[src/rtl/z80_seq_ret_cond_pkg.sv]
`default_nettype none
// ============================================================================
//  Module      : z80_seq_ret_cond_pkg
//  Description : Shared constants and types for the RET cc sequencer and the
//                condition evaluator used by the conditional-flow sequencers.
//  Revision    : 1.0 - initial release
// ============================================================================
package z80_seq_ret_cond_pkg;

  // Bit positions of the flags tested by conditional instructions
  localparam int FLAG_C_NUM  = 0;
  localparam int FLAG_PV_NUM = 2;
  localparam int FLAG_Z_NUM  = 6;
  localparam int FLAG_S_NUM  = 7;

  // RET cc is 11ccc000
  localparam logic [7:0] RET_CC_MASK  = 8'hC7;
  localparam logic [7:0] RET_CC_MATCH = 8'hC0;

  typedef enum logic [2:0] {
    ST_IDLE  = 3'd0,
    ST_EVAL  = 3'd1,
    ST_RD_LO = 3'd2,
    ST_RD_HI = 3'd3,
    ST_DONE  = 3'd4
  } ret_state_t;

  function automatic logic is_ret_cc(input logic [7:0] op);
    return (op & RET_CC_MASK) == RET_CC_MATCH;
  endfunction

endpackage
`default_nettype wire

[src/rtl/z80_cond_eval.sv]
`default_nettype none
// ============================================================================
//  Module      : z80_cond_eval
//  Description : Combinational condition-code evaluator: (cc, F) -> met.
//                cc[2:1] selects Z / C / P/V / S, cc[0] is the required sense.
//  Revision    : 1.0 - initial release
// ============================================================================
module z80_cond_eval
  import z80_seq_ret_cond_pkg::*;
(
  input  logic [2:0] cc,
  input  logic [7:0] f,
  output logic       met
);

  logic flag;
  logic unused_f;

  // H, N and the undocumented bits never take part in a condition
  assign unused_f = ^{f[5], f[4], f[3], f[1]};

  // Select the tested flag, then compare it with the sense bit
  always_comb begin
    flag = 1'b0;
    case (cc[2:1])
      2'd0: flag = f[FLAG_Z_NUM];
      2'd1: flag = f[FLAG_C_NUM];
      2'd2: flag = f[FLAG_PV_NUM];
      2'd3: flag = f[FLAG_S_NUM];
    endcase
    met = (flag == cc[0]);
  end

endmodule
`default_nettype wire

[src/rtl/z80_seq_ret_cond.sv]
`default_nettype none
// ============================================================================
//  Module      : z80_seq_ret_cond
//  Description : Execution sequencer for RET cc. Evaluates the condition in
//                the extra M1 T-state(s) and, when met, pops IP from the stack
//                through the shared memory-read bus engine.
//  Revision    : 1.0 - initial release
// ============================================================================
module z80_seq_ret_cond
  import z80_seq_ret_cond_pkg::*;
#(
  parameter int EXTRA_M1_T = 1,
  parameter int TCNT_W     = 5
) (
  input  logic              clk,
  input  logic              reset_n,
  input  logic              start,
  input  logic [7:0]        opcode,
  input  logic [7:0]        reg_f_in,
  input  logic [15:0]       reg_sp_in,
  input  logic [15:0]       reg_ip_in,
  output logic              rd_req,
  output logic [15:0]       rd_addr,
  input  logic              rd_ack,
  input  logic [7:0]        rd_data,
  output logic              busy,
  output logic              done,
  output logic              ip_we,
  output logic              sp_we,
  output logic [15:0]       reg_ip_out,
  output logic [15:0]       reg_sp_out,
  output logic              cond_met,
  output logic [TCNT_W-1:0] tcycles,
  output logic              illegal
);

  localparam int          EW        = 8;
  localparam logic [EW-1:0] EVAL_LAST = EW'(EXTRA_M1_T - 1);

  ret_state_t        state, state_nx;
  logic [2:0]        cc_q;
  logic [7:0]        f_q, lo_q, hi_q;
  logic [15:0]       sp_q, ip_q;
  logic [TCNT_W-1:0] tcount, tcount_inc;
  logic [EW-1:0]     eval_cnt;
  logic              req_q, illegal_q, met, start_ok;

  assign start_ok   = start && (state == ST_IDLE) && is_ret_cc(opcode);
  assign tcount_inc = (&tcount) ? tcount : tcount + TCNT_W'(1);

  z80_cond_eval u_cond_eval (
    .cc  (cc_q),
    .f   (f_q),
    .met (met)
  );

  assign busy     = (state != ST_IDLE);
  assign cond_met = busy && met;
  assign rd_req   = req_q;
  assign illegal  = illegal_q;
  assign tcycles  = tcount;

  // State register
  always_ff @(posedge clk or negedge reset_n) begin
    if (!reset_n) state <= ST_IDLE;
    else          state <= state_nx;
  end

  // Next-state and writeback decode
  always_comb begin
    state_nx   = state;
    rd_addr    = 16'h0000;
    done       = 1'b0;
    ip_we      = 1'b0;
    sp_we      = 1'b0;
    reg_ip_out = 16'h0000;
    reg_sp_out = 16'h0000;
    case (state)
      ST_IDLE: if (start_ok) state_nx = ST_EVAL;
      ST_EVAL: if (eval_cnt == EVAL_LAST) state_nx = met ? ST_RD_LO : ST_DONE;
      ST_RD_LO: begin
        rd_addr = sp_q;
        if (req_q && rd_ack) state_nx = ST_RD_HI;
      end
      ST_RD_HI: begin
        rd_addr = sp_q + 16'd1;
        if (req_q && rd_ack) state_nx = ST_DONE;
      end
      ST_DONE: begin
        done     = 1'b1;
        ip_we    = 1'b1;
        state_nx = ST_IDLE;
        if (met) begin
          reg_ip_out = {hi_q, lo_q};
          reg_sp_out = sp_q + 16'd2;
          sp_we      = 1'b1;
        end else begin
          reg_ip_out = ip_q + 16'd1;
          reg_sp_out = sp_q;
        end
      end
      default: state_nx = ST_IDLE;
    endcase
  end

  // Operand latches, T-state count and read-request handshake.
  // Each read spends one cycle with rd_req low before requesting, so the
  // request always drops between the low and high byte reads.
  always_ff @(posedge clk or negedge reset_n) begin
    if (!reset_n) begin
      cc_q      <= 3'd0;
      f_q       <= 8'h00;
      sp_q      <= 16'h0000;
      ip_q      <= 16'h0000;
      lo_q      <= 8'h00;
      hi_q      <= 8'h00;
      tcount    <= '0;
      eval_cnt  <= '0;
      req_q     <= 1'b0;
      illegal_q <= 1'b0;
    end else begin
      illegal_q <= start && (state == ST_IDLE) && !is_ret_cc(opcode);
      case (state)
        ST_IDLE: begin
          if (start_ok) begin
            cc_q     <= opcode[5:3];
            f_q      <= reg_f_in;
            sp_q     <= reg_sp_in;
            ip_q     <= reg_ip_in;
            tcount   <= TCNT_W'(4);
            eval_cnt <= '0;
          end
        end
        ST_EVAL: begin
          eval_cnt <= eval_cnt + 8'd1;
          tcount   <= tcount_inc;
        end
        ST_RD_LO, ST_RD_HI: begin
          tcount <= tcount_inc;
          if (!req_q) begin
            req_q <= 1'b1;
          end else if (rd_ack) begin
            req_q <= 1'b0;
            if (state == ST_RD_LO) lo_q <= rd_data;
            else                   hi_q <= rd_data;
          end
        end
        default: ;
      endcase
    end
  end

endmodule
`default_nettype wire

[config.mk]
export PLATFORM = sky130hd
export DESIGN_NAME = z80_seq_ret_cond
export DESIGN_NICKNAME = d
export VERILOG_FILES = /design/src/rtl/z80_seq_ret_cond_pkg.sv /design/src/rtl/z80_cond_eval.sv /design/src/rtl/z80_seq_ret_cond.sv
export SDC_FILE = /design/constraint.sdc
export NUM_CORES = 1
export LEC_CHECK = 0
export BUFFER_PORTS_ARGS = -buffer_cell sky130_fd_sc_hd__clkbuf_2
export CORE_MARGIN = 4
export CORE_UTILIZATION = 55
export DETAILED_ROUTE_END_ITERATION = 12
export GPL_TIMING_DRIVEN = 0
export PLACE_DENSITY = 0.87
export SLEW_MARGIN = 5
export SYNTH_ARGS = -nofsm -noshare
export SYNTH_HDL_FRONTEND = slang
export SYNTH_SLANG_ARGS = --single-unit
[constraint.sdc]
create_clock -name clk -period 6.55 [get_ports clk]
set_input_delay 1.31 -clock clk [delete_from_list [all_inputs] [get_ports clk]]
set_output_delay 1.31 -clock clk [all_outputs]
set_load 0.03 [all_outputs]
==> results.toml <==
[outcome]
status = "complete, no violations"

[route]
drt-initial-drc-count = 281
dr.pass1.iters = 5
wirelength_um = 12300
viasPerCell = 5.85
drtAntennaViolNets = 0
drc = 0
num_vias = 4386
wire_per_inst_um = 16.5

[worst_setup_path]
critPathBufInv = 4
worst_path_largest_cell_delay_ps = 410
worstSetupPathType = "flop to output pin"
critPathSlowestCell = "clkbuf_1"
cp_max_fo = 11
cp-start-kind = "flop"
path_cells = "buf_2 -> nor2_1 -> nand2_1 -> inv_1 -> clkbuf_1 -> o21ai_0 -> a21oi_1 -> clkbuf_2"
crit_required_ps = 5240
arrival_ps = 2770
cp_top_family = "buffers and inverters"
setup.worst_path.end_class = "output pin"

[cts]
cts-buffers-inserted = 9
cts_sinks = 73
post-cts-setup-buffers = 0
clk_latency_ps = 350
cts_buffer_depth = 2
h-tree-depth = 3
cts_resized = 0
path_clk_slew_ps = 80
hold_buffers = 0
tritoncts = "built"
clock-root-buffer = "clkbuf_8"

[yosys]
yosysTopAreaCellShare = 0.422
synth_compound_area_frac = 0.106
yosysTopAreaCell = "dfrtp_1"
ys_ff_latch = 73
synth_top_family_by_area = "simple AND/OR/NAND/NOR gates"
yosys_warnings = 0
netlist_area_um2 = 4320
synthAdderAreaFrac = 0.0203
synth_cells = 516
muxShareOfSynthArea = 0.0611
ys_seq_area_frac = 0.422
yosys.area_share.simple = 0.280
synth_area_leaders = "dfrtp_1, nand2_1, mux2_2, a21oi_1, xnor2_1"
synth_xor_area_frac = 0.0625
syn_nets = 583
yosysUniqueCellTypes = 43
avgSynthCellArea_um2 = 8.38

[flow_run]
drv_cap = 0

[global_route]
first_global_vias = 4339
grt_overflow_total = 0
grtUsageTotal = 0.260
grt_pass1_wl_um = 20200
antenna_found_initial = 0
grt_max_degree = 56

[timing]
setup-tns-final_ps = 0
rsz0062_at_grt = "false"
final-setup-viol-count = 0
timing.final.crit_share = 0.623
timing.fmax_ghz = 0.245
max_slew_margin = 0.524
tightest_slew_ps = 713
fin_ws_ps = 2470
finClkSkew_ps = 12.4
finalHoldViolations = 0
maxSlewViolCount = 0
fin_crit_ps = 4080

[final_layout]
fillers = 641
final_area_um2 = 5290
layout_common_cells = "nand2_1, clkbuf_2, dfrtp_1"
area_growth_pct = 22.2
layout_commonest_cell = "nand2_1"
n_antenna_cell = 0
nets = 710
drive_above_1_share = 0.269

[place]
gp_congestion = 0.976
place_ws_ps = 2930
dpl_cell_area_um2 = 5060
dp_hpwl_um = 9210
portBuffers = 115

[power_and_ir_drop]
ir_worst_vdd_v = 0.000238
p_total_uw = 2160
p_per_area_nw_per_um2 = 408
p_leak_uw = 0.00254

[min_path]
hold_class = "flop to flop"

[floorplanning]
rows = 32
io_pins = 120
start_util = 0.562
dieArea_um2 = 9350
die_x_um = 96.7
core_um2 = 7690
die_y_um = 96.7
## power breakdown
part | total [uW] | internal (uW) | switching (uW)
logic | 956 | 345 | 611
clock network | 401 | 226 | 175
registers | 800 | 626 | 174
## cells by family after synthesis
family,after synthesis
buffers and inverters,44
adders and majority gates,7
AOI/OAI and AO/OA,77
xor gates and xnor gates,30
muxes,23
DFF,73
and+or+nand+nor,262
## synthesized netlist by cell type, drive strengths merged
library cell,count
nor2,31
a21o,1
and2,1
a211oi,7
mux2i,5
and4,4
xor2,14
o41ai,2
mux4,1
or4b,1
clkbuf,18
inv,7
a41oi,2
nand4,15
xnor2,16
a31oi,2
dfrtp,73
buf,19
ha,7
mux2,17
or3,11
a21oi,28
nand3,21
nor3,9
o21ai,24
o211ai,1
o21bai,1
or4,7
nand2b,3
or3b,1
o31ai,9
nor4,9
nor3b,1
and3,5
nand2,140
nor4b,3
## path summary, 6_finish.rpt
path / from / to / slack (ps) / depth (start not counted)
max in group asynchronous: reset_n / ip_q[10] / 5110 / 2
min in group asynchronous: reset_n / sp_q[9] / 870 / 1
min: f_q[7] / f_q[7] / 480 / 2
max: state[1] / reg_ip_out[11] / 2470 / 8
min reg2reg: f_q[7] / f_q[7] / 480 / 2
max reg2reg: state[1] / ip_q[9] / 4400 / 6
## per-layer routing
metal,vias to the layer above,global-route usage,part of all wire
li1,2041,-,-
met1,2043,0.338,0.41
met2,258,0.434,0.48
met3,44,0.0440,0.089
met4,0,0.102,0.027
met5,-,0,0
## stage by stage
step | utilization | hold WS (ps) | cells
after floorplan | - | 440 | 516
after global placement | 0.654 | 456 | 733
after detailed placement | 0.658 | 462 | 734
after CTS | 0.688 | 480 | 750
after global routing | 0.688 | 497 | 750
final | 0.688 | 485 | 750
## cell type report
cell class                      instances  area (um^2)  area share
Multi-Input combinational cell        399         2290       0.434
Sequential cell                        73         1830       0.346
Timing Repair Buffer                  116          606       0.115
Buffer                                 37          179      0.0339
Clock buffer                           10          138      0.0260
Tap cell                              102          128      0.0241
Clock inverter                          6         90.1      0.0170
Inverter                                7         26.3     0.00497
## worst register-to-register path: cells and delay by family, from the launching register on
kind	cells	cell delay [ps]
DFF	1	380
AOI/OAI and AO/OA	1	170
and+or+nand+nor	2	670
buffers and inverters	3	790
## registers in the layout (all words and copies together), names as in the netlist
register / flops
hi_q: 8
state: 3
sp_q: 16
illegal: 1
lo_q: 8
cc_q: 3
rd_req: 1
ip_q: 16
f_q: 4
eval_cnt: 8
tcycles: 5
No activity file was read; power rests on OpenSTA's default activity.
